## config.mk

```make
export PLATFORM = sky130hd
export DESIGN_NAME = fetch_unit_flat
export DESIGN_NICKNAME = d
export VERILOG_FILES = /design/src/rtl/fetch_unit_if.sv /design/src/rtl/fetch_unit.sv /design/src/flat_wrapper.sv
export SDC_FILE = /design/constraint.sdc
export NUM_CORES = 1
export LEC_CHECK = 0
export ABC_CLOCK_PERIOD_IN_PS = 4200
export BUFFER_PORTS_ARGS = -buffer_cell sky130_fd_sc_hd__buf_2
export CAP_MARGIN = 20
export CORE_AREA = 2 2 182 149
export CTS_BUF_LIST = sky130_fd_sc_hd__clkbuf_16
export DETAILED_ROUTE_END_ITERATION = 7
export DIE_AREA = 0 0 184 151
export HOLD_SLACK_MARGIN = 0.05
export PLACE_DENSITY_LB_ADDON = 0.12
export SLEW_MARGIN = 20
export SYNTH_ARGS = -nofsm -noshare
export SYNTH_HDL_FRONTEND = slang
export SYNTH_SLANG_ARGS = --single-unit
```

## constraint.sdc

```tcl
create_clock -name clk -period 4.2 [get_ports clk]
set_clock_uncertainty 0.15 [all_clocks]
set_input_delay 0.84 -clock clk [delete_from_list [all_inputs] [get_ports clk]]
set_output_delay 0.84 -clock clk [all_outputs]
set_load 0.02 [all_outputs]
```

## src/rtl/fetch_unit_if.sv

```systemverilog
// Handshake bundle between the fetch unit, instruction memory and the core.
//   master : fetch unit side (drives memory request and core-facing instruction)
//   slave  : environment side (memory responder plus the core's redirect/ready)
// Signals:
//   redirect/redirect_pc                        core -> fetch, PC change
//   mem_req/mem_addr                            fetch -> memory, request
//   mem_ack/mem_rvalid/mem_rdata                memory -> fetch, accept/response
//   instr_valid/instr/instr_pc                  fetch -> core, FIFO head
//   instr_ready                                 core -> fetch, consume head
interface fetch_unit_if #(
  parameter int unsigned WIDTH = 32
);
  logic             redirect;
  logic [WIDTH-1:0] redirect_pc;
  logic             mem_req;
  logic [WIDTH-1:0] mem_addr;
  logic             mem_ack;
  logic             mem_rvalid;
  logic [WIDTH-1:0] mem_rdata;
  logic             instr_valid;
  logic [WIDTH-1:0] instr;
  logic [WIDTH-1:0] instr_pc;
  logic             instr_ready;

  modport master (
    input  redirect, redirect_pc, mem_ack, mem_rvalid, mem_rdata, instr_ready,
    output mem_req, mem_addr, instr_valid, instr, instr_pc
  );

  modport slave (
    output redirect, redirect_pc, mem_ack, mem_rvalid, mem_rdata, instr_ready,
    input  mem_req, mem_addr, instr_valid, instr, instr_pc
  );
endinterface

```

## src/rtl/fetch_unit.sv

```systemverilog
// Instruction fetch stage: issues one-at-a-time requests to a multi-cycle
// instruction memory, buffers responses in a DEPTH-entry prefetch FIFO and
// presents the head to the core with valid/ready. A redirect flushes the FIFO
// and marks any in-flight response as stale.
// Ports:
//   clk  : system clock, rising edge
//   rst  : asynchronous active-low reset
//   bus  : fetch_unit_if.master (memory request/response, core handshake)
module fetch_unit #(
  parameter int unsigned      WIDTH    = 32,
  parameter int unsigned      DEPTH    = 4,
  parameter logic [WIDTH-1:0] RESET_PC = '0
) (
  input  logic         clk,
  input  logic         rst,
  fetch_unit_if.master bus
);
  localparam int unsigned PW   = $clog2(DEPTH);
  localparam logic [PW:0] FULL = (PW+1)'(DEPTH);

  typedef enum logic [1:0] {FETCH, WAIT, DRAIN} state_t;

  state_t           state, state_nxt;
  logic [WIDTH-1:0] fetch_pc, pc_nxt, req_addr;
  logic [PW:0]      count, count_nxt;
  logic [PW-1:0]    rd_ptr, wr_ptr;
  logic             mem_req;
  logic             accept, push, pop;

  logic [WIDTH-1:0] data_q [DEPTH];
  logic [WIDTH-1:0] pc_q   [DEPTH];

  // mem_req is only ever high in FETCH, so an ack without it is ignored.
  assign accept = mem_req && bus.mem_ack;
  assign push   = (state == WAIT) && bus.mem_rvalid && !bus.redirect;
  assign pop    = (count != '0) && bus.instr_ready && !bus.redirect;

  always_comb begin
    state_nxt = state;
    pc_nxt    = fetch_pc;
    count_nxt = count;
    if (bus.redirect) begin
      count_nxt = '0;
      pc_nxt    = {bus.redirect_pc[WIDTH-1:2], 2'b00};
      // Any accepted-but-unanswered request is stale; a response landing this
      // cycle is simply dropped.
      case (state)
        FETCH:       state_nxt = accept ? DRAIN : FETCH;
        WAIT, DRAIN: state_nxt = bus.mem_rvalid ? FETCH : DRAIN;
        default:     state_nxt = FETCH;
      endcase
    end else begin
      count_nxt = count + (PW+1)'(push) - (PW+1)'(pop);
      case (state)
        FETCH: if (accept) begin
          state_nxt = WAIT;
          pc_nxt    = fetch_pc + WIDTH'(4);
        end
        WAIT, DRAIN: if (bus.mem_rvalid) state_nxt = FETCH;
        default:     state_nxt = FETCH;
      endcase
    end
  end

  always_ff @(posedge clk or negedge rst) begin
    if (!rst) begin
      state    <= FETCH;
      fetch_pc <= RESET_PC;
      req_addr <= RESET_PC;
      count    <= '0;
      rd_ptr   <= '0;
      wr_ptr   <= '0;
      mem_req  <= 1'b0;
    end else begin
      state    <= state_nxt;
      fetch_pc <= pc_nxt;
      count    <= count_nxt;
      // Registered request: only FETCH with room (nothing is outstanding there).
      mem_req  <= (state_nxt == FETCH) && (count_nxt < FULL);
      if (accept) req_addr <= fetch_pc;
      if (bus.redirect) begin
        rd_ptr <= '0;
        wr_ptr <= '0;
      end else begin
        if (push) wr_ptr <= wr_ptr + PW'(1);
        if (pop)  rd_ptr <= rd_ptr + PW'(1);
      end
    end
  end

  always_ff @(posedge clk) begin
    if (push) begin
      data_q[wr_ptr] <= bus.mem_rdata;
      pc_q[wr_ptr]   <= req_addr;
    end
  end

  assign bus.mem_req     = mem_req;
  assign bus.mem_addr    = fetch_pc;
  assign bus.instr_valid = (count != '0);
  assign bus.instr       = (count != '0) ? data_q[rd_ptr] : '0;
  assign bus.instr_pc    = (count != '0) ? pc_q[rd_ptr]   : '0;
endmodule

```

## src/flat_wrapper.sv

```systemverilog
// flat-port wrapper written by rule: the top's interface ports become plain ports
module fetch_unit_flat 
#(
  parameter int unsigned      WIDTH    = 32,
  parameter int unsigned      DEPTH    = 4,
  parameter logic [WIDTH-1:0] RESET_PC = '0
)
  (clk, rst, bus_redirect, bus_redirect_pc, bus_mem_ack, bus_mem_rvalid, bus_mem_rdata, bus_instr_ready, bus_mem_req, bus_mem_addr, bus_instr_valid, bus_instr, bus_instr_pc);
  fetch_unit_if #(.WIDTH(WIDTH)) bus_i ();
  input  logic clk;
  input  logic rst;
  input wire logic [$bits(bus_i.redirect)-1:0] bus_redirect;
  input wire logic [$bits(bus_i.redirect_pc)-1:0] bus_redirect_pc;
  input wire logic [$bits(bus_i.mem_ack)-1:0] bus_mem_ack;
  input wire logic [$bits(bus_i.mem_rvalid)-1:0] bus_mem_rvalid;
  input wire logic [$bits(bus_i.mem_rdata)-1:0] bus_mem_rdata;
  input wire logic [$bits(bus_i.instr_ready)-1:0] bus_instr_ready;
  output wire logic [$bits(bus_i.mem_req)-1:0] bus_mem_req;
  output wire logic [$bits(bus_i.mem_addr)-1:0] bus_mem_addr;
  output wire logic [$bits(bus_i.instr_valid)-1:0] bus_instr_valid;
  output wire logic [$bits(bus_i.instr)-1:0] bus_instr;
  output wire logic [$bits(bus_i.instr_pc)-1:0] bus_instr_pc;
  assign bus_i.redirect = bus_redirect;
  assign bus_i.redirect_pc = bus_redirect_pc;
  assign bus_i.mem_ack = bus_mem_ack;
  assign bus_i.mem_rvalid = bus_mem_rvalid;
  assign bus_i.mem_rdata = bus_mem_rdata;
  assign bus_i.instr_ready = bus_instr_ready;
  assign bus_mem_req = bus_i.mem_req;
  assign bus_mem_addr = bus_i.mem_addr;
  assign bus_instr_valid = bus_i.instr_valid;
  assign bus_instr = bus_i.instr;
  assign bus_instr_pc = bus_i.instr_pc;
  fetch_unit #(.WIDTH(WIDTH), .DEPTH(DEPTH), .RESET_PC(RESET_PC)) u_core (.clk(clk), .rst(rst), .bus(bus_i));
endmodule
```

==> flow_metrics.tcl, run 1 <==
set metrics [dict create \
    p_leak_uw 0.00549 \
    reg2reg_slack_ns 1.42 \
    synthTopCellsByArea "edfxtp_1, dfrtp_1, mux4_2, and2_1, mux2_2" \
    ant_nets 0 \
    layout_common_cells "edfxtp_1, buf_2, dfrtp_1" \
    seq_power_share_pct 46.5 \
    peakVddDrop_uv 326 \
    synth_top_family_by_area "multiplexers" \
    finalPower_uw 8860 \
    cts_made_buffers 35 \
    synthAdderAreaFrac_pct 1.13 \
    startpoint_type "flop" \
    cts_resized 0 \
    setup_tns_ns 0 \
    die_x_um 184 \
    area_growth_pct 18.1 \
    hpwl_mm 15.7 \
    postCtsSetupRepairBufs 0 \
    finalNetCount 985 \
    synth_compound_area_share_pct 2.96 \
    initial_utilization_pct 49.6 \
    tightestPinTransition_ns 0.998 \
    multi_input_area_um2 3410 \
    cts.sinks 318 \
    synthArstFlopShare_pct 22.0 \
    cp-end-kind "primary output" \
    r2r-start "u_core.state[0]" \
    ctsHoldBuffers 0 \
    pwr_density_cell_nw_per_um2 586 \
    synthMuxAreaShare_pct 13.2 \
    worstPathMaxFanout 63 \
    fp-row-count 53 \
    wl_mm 26.4 \
    synth_cells 735 \
    fill_cells 1996 \
    regArea_um2 9210 \
    dieArea_um2 27800 \
    slew_viol_final 0 \
    relSlewSlack_pct 33.5 \
    synth_edf_count 248 \
    maxCapViolCount 0 \
    crit_arrival_ns 2.41 \
    drive_gt1_share_pct 34.7 \
    grt_pass1_wl_mm 40.9 \
    max_clock_freq_ghz 0.294 \
    synth_top_flop_cell "edfxtp_1" \
    die_y_um 151 \
    setup_viol 0 \
    hold_viol_final 0 \
    switching_share_pct 28.1 \
    drtIter0Drc 453 \
    post-route-period-util_pct 81.0 \
    htreeDepth 2 \
    clkPwrFrac_pct 33.1 \
    period_needed_ns 3.40 \
    synth_seq_cells 318 \
    grt_max_degree 71 \
    via_count 7079 \
    drt_pass1_iterations 4 \
    dpl_cell_area_um2 14000 \
    io_pins 168 \
    clock_latency_ns 0.51 \
    rsz0062_at_grt "no" \
    seq_area_frac_synth_pct 71.8 \
    p_int_uw 6370 \
    drcViolationCount 0 \
    final_common_cell "edfxtp_1" \
    port_buffers 161 \
    synthSimpleGateAreaFrac_pct 8.09 \
    cts_tree "done" \
    antenna_found_initial 1 \
    grt_pass1_vias 7470 \
    syn_area_per_cell_um2 17.4 \
    cts-root-buf "clkbuf_16" \
    synth_warnings 0 \
    netSwitchingPower_uw 2490 \
    yosysTopAreaCell "edfxtp_1" \
    routabilityCongestion 0.858 \
    clock_path_buffers 3 \
    crit_required_ns 3.21 \
    synth_top_area_share_pct 58.1 \
    overflow 0 \
    worstRegToRegCells 6 \
    p_comb_share_pct 20.5 \
    status "finished clean" \
    cts.clk_slew.worst_paths_ns 0.06 \
    crit_type "flop to primary output" \
    synth_area_um2 12800 \
    fp.coreArea_um2 25900 \
    synthXorXnorAreaFrac_pct 1.03 \
    via_per_inst 5.62 \
    fin_area_um2 15100 \
    r2r-end "u_core.bus.mem_addr[21]" \
    hold_class "input port to asynchronous set/reset pin" \
    synth.distinct_cells 43 \
    grtUsageTotal_pct 19.4 \
    wl_per_cell_um 21.0 \
]
## routing by layer
layer / GRT usage [%] / wire [µm]
met1: 26.4 / 11500
met2: 32.1 / 12700
met3: 3.92 / 1650
met4: 5.96 / 489
met5: 0 / 0
## synth_stat cells (2+ instances only)
library cell  count
buf_4             4
and2_1           66
ha_1             10
o21ai_0          23
a22oi_1           2
mux2_2           25
buf_2             8
nand4_1           8
mux4_2           62
xnor2_1          10
nor3_1            3
inv_1            12
nor2b_1           4
nor4_1            2
nand3_1          13
a21oi_1           2
a31oi_1          17
xor2_1            5
or4_1            16
nor2_1           29
edfxtp_1        248
o31ai_1          12
dfrtp_1          70
or2_2             2
nand2_1          30
clkbuf_1         28
or3_1             7
buf_1             2
## worst max path at each step
| stage | end | from |
|---|---|---|
| 2_1_floorplan | u_core.data_q[0][0] | bus_redirect |
| 4_1_cts | bus_instr_pc[28] | u_core.rd_ptr[0] |
| 3_5_place_dp | u_core.bus.mem_addr[22] | bus_mem_ack |
| 3_3_place_gp | bus_instr_pc[10] | u_core.rd_ptr[1] |
| 5_1_grt | bus_instr_pc[24] | u_core.rd_ptr[0] |
| 6_report | bus_instr_pc[28] | u_core.rd_ptr[1] |
## flip-flops by register name, summed over array words and instances (netlist names)
| register | count |
|---|---|
| u_core.req_addr | 30 |
| u_core.rd_ptr | 2 |
| u_core.state | 2 |
| u_core.bus.mem_addr | 30 |
| u_core.wr_ptr | 2 |
| u_core.pc_q | 120 |
| u_core.count | 3 |
| u_core.data_q | 128 |
| u_core.bus.mem_req | 1 |
## kinds of logic after synthesis
family	count (synthesis)
AOI/OAI and AO/OA	61
xor gates and xnor gates	15
adders and majority gates	11
buffers and inverters	55
DFF	318
muxes	88
other	1
and+or+nand+nor	186
## through the flow
stage | hold WS (ns) | utilization (%) | cells | setup slack (ns)
floorplan | 0.321 | - | 738 | 0.901
global placement | 0.333 | 54.2 | 1197 | 1.29
detailed placement | 0.349 | 54.2 | 1197 | 1.27
CTS | 0.356 | 58.5 | 1259 | 0.734
global route | 0.376 | 58.5 | 1260 | 0.657
finish | 0.338 | 58.5 | 1260 | 0.798
## worst max-delay path, cell delays in order, from the launching register on
cell and delay (ns):
dfrtp_4 1.09, mux4_2 0.42, and2_1 0.21, buf_2 0.17
## area by class of cell
cell class                      count  area share [%]
Antenna cell                        1          0.0165
Clock buffer                       38            6.28
Clock inverter                     24            1.09
Inverter                           13           0.322
Multi-Input combinational cell    365            22.5
Sequential cell                   318            60.8
Tap cell                          330            2.73
Timing Repair Buffer              171            6.25
## power groups by stage
stage	Sequential [µW]	Combinational [µW]	Clock (µW)
after global routing	4170	1990	3110
final	4120	1820	2930
after global placement	4150	1830	0
after CTS	4120	1860	3000
after floorplan	4080	1290	0
after detailed placement	4190	1850	0
(Power assumes the default switching activity.)
==> run 2, diff against run 1 <==
Settings changed: ABC_AREA set to 1, ABC_CLOCK_PERIOD_IN_PS 4200 to 3200, CORE_AREA 2 2 182 149 to 2 2 187 152, DIE_AREA 0 0 184 151 to 0 0 189 154.
Clock period 4.2 ns to 3.2 ns, I/O delays scaled along.
==> flow_metrics.tcl, run 2 <==
set metrics [dict create \
    synth_common_cells "nor2_1, edfxtp_1, o21ai_0" \
    via_per_inst 5.16 \
    crit_slowest_cell "dfrtp_4" \
    top_regs "u_core.data_q (128), u_core.pc_q (120)" \
    antenna_found_initial 0 \
    min_path_cells 1 \
    crit_required_ns 2.41 \
    wl_met1_mm 15.0 \
    largest_reg_flops 128 \
    period_needed_ns 3.06 \
    grt_pass1_wl_mm 49.0 \
    synth_cells 1245 \
    worstPathMaxFanout 32 \
    ant_nets 0 \
    tightestPinTransition_ns 0.847 \
    via_count 9256 \
    area_growth_pct 17.9 \
    clock_latency_ns 0.55 \
    fp.coreArea_um2 27100 \
    switching_share_pct 34.5 \
    crit_type "flop to primary output" \
    synth_area_um2 13500 \
    drt_pass1_iterations 5 \
    cp-end-kind "primary output" \
    wl_mm 31.1 \
    htreeDepth 1 \
    drtIter0Drc 788 \
    grtUsageTotal_pct 21.4 \
    n_antenna_cell 0 \
    post-route-util_pct 58.7 \
    pwr_density_cell_nw_per_um2 762 \
    synthTopCellsByArea "edfxtp_1, dfrtp_1, nor2_1, o21ai_0, nand2_1" \
    postCtsSetupRepairBufs 0 \
    synth_seq_cells 318 \
    hold_slack_ns 0.149 \
    netSwitchingPower_uw 4190 \
    relSlewSlack_pct 43.6 \
    rsz0062_at_grt "yes" \
    yosysTopAreaCell "edfxtp_1" \
    crit_chain "clkinv_2, buf_4, o21ai_0, a21oi_1, buf_2" \
    synth.distinct_cells 41 \
    place_ws_ns 0.643 \
    dieArea_um2 29100 \
    initial_utilization_pct 49.8 \
    finalNetCount 1490 \
    io_pins 168 \
    synthArstFlopShare_pct 22.0 \
    status "finished clean" \
    hold_class "input port to flop" \
    p_leak_uw 0.00631 \
    cts_tree "done" \
    crit_arrival_ns 2.27 \
    cts.sinks 318 \
    met3_length_mm 1.96 \
    wl_per_cell_um 17.3 \
    cts-root-buf "clkbuf_16" \
    clock_path_buffers 3 \
    syn_area_per_cell_um2 10.8 \
    peakVddDrop_uv 613 \
    setup_slack_ns 0.140 \
    wl_met2_mm 13.6 \
    post-synth-top-count-cell "nor2_1" \
    p_comb_share_pct 26.9 \
    seq_power_share_pct 44.6 \
    maxCapViolCount 0 \
    hold_viol_final 0 \
    grt_max_degree 126 \
    fp-row-count 54 \
    die_x_um 189 \
    cts_made_buffers 31 \
    top_layer "met4" \
    grt_pass1_vias 8901 \
    overflow 0 \
    final_common_cell "nor2_1" \
    p_int_uw 7940 \
    synth_edf_count 248 \
    max_clock_freq_ghz 0.327 \
    synth_warnings 0 \
    routabilityCongestion 0.941 \
    setup_viol 0 \
    hpwl_mm 19.2 \
    largest-register "u_core.data_q" \
    clkPwrFrac_pct 28.4 \
    worstRegToRegCells 14 \
    drcViolationCount 0 \
    slew_viol_final 0 \
    layout_common_cells "nor2_1, edfxtp_1, buf_2" \
    seq_area_frac_synth_pct 68.1 \
    port_buffers 161 \
    cts.clk_slew.worst_paths_ns 0.06 \
    synth_top_flop_cell "edfxtp_1" \
    die_y_um 154 \
    drive_gt1_share_pct 19.7 \
    synth_top_area_share_pct 55.2 \
    post-route-period-util_pct 95.6 \
    startpoint_type "flop" \
    slowest_delay_ns 0.50 \
]
==> run 2: changes by cell type after synthesis, sizes merged, moves of 18 or more <==
cell	delta
nand2	+128
nand3	+30
o21ai	+138
mux2	-18
buf	+21
inv	+50
a21oi	+65
nor2	+290
mux4	-62
and2	-64
==> run 2: path summary, 6_finish.rpt <==
| kind | startpoint | to | slack, ns |
|---|---|---|---|
| min | bus_mem_rdata[28] | u_core.data_q[2][28] | 0.15 |
| min in group asynchronous | rst | u_core.bus.mem_addr[19] | 0.42 |
| min reg2reg | u_core.req_addr[11] | u_core.pc_q[3][11] | 0.37 |
| max reg2reg | u_core.count[1] | u_core.bus.mem_req | 0.65 |
| max | u_core.rd_ptr[0] | bus_instr_pc[14] | 0.14 |
| max in group asynchronous | rst | u_core.rd_ptr[0] | 1.81 |
==> run 2: cell families after synthesis <==
kind of cell,after synthesis,share of synthesized area [%]
fa+ha+maj,11,1.08
buf+inv,126,4.11
simple gates,530,16.2
other cells,1,0.0278
compound gates,246,9.50
mux,7,0.584
flops,318,68.1
xor+xnor,6,0.389
==> run 2: timing repair <==
item                       CTS  global route
resized for setup            0             1
setup endpoints to repair    0             2
hold endpoints to repair    18             0
hold buffers                 1             0
==> run 2: stage by stage <==
| stage | total power (µW) | cells | instance area [µm²] | setup TNS (ns) |
|---|---|---|---|---|
| 2_1_floorplan | 7490 | 1248 | 13500 | -41.06 |
| 3_3_place_gp | 8720 | 1739 | 14900 | 0 |
| 3_5_place_dp | 8760 | 1739 | 14900 | 0 |
| 4_1_cts | 12200 | 1795 | 15900 | 0 |
| 5_1_grt | 12800 | 1795 | 15900 | -0.0140 |
| 6_report | 12100 | 1795 | 15900 | 0 |
==> run 2: critical path: cells and delay by family (launching register included) <==
kind	cells	cell delay [ns]
AO/OA/AOI/OAI	2	0.35
buffers and inverters	3	0.85
flip-flops	1	0.50
==> run 2: final cells by class <==
type	count	area, µm²
Clock inverter	24	186
Tap cell	364	455
Sequential cell	318	9200
Clock buffer	31	776
Timing Repair Buffer	191	1270
Multi-Input combinational cell	804	3790
Inverter	63	238
Fill cell	2261	11200
==> run 2: power by group through the flow <==
stage / registers [µW] / clock network [µW] / logic [µW]
after floorplan: 5400 / 0 / 2090
after global placement: 5470 / 0 / 3250
after detailed placement: 5480 / 0 / 3280
after CTS: 5400 / 3520 / 3300
after global routing: 5460 / 3690 / 3620
final: 5410 / 3450 / 3270
==> run 2: layer usage <==
layer | GRT usage (%) | up-vias
met5 | 0 | -
met2 | 32.4 | 288
met4 | 4.54 | 0
met3 | 3.49 | 41
li1 | - | 4568
met1 | 32.7 | 4359
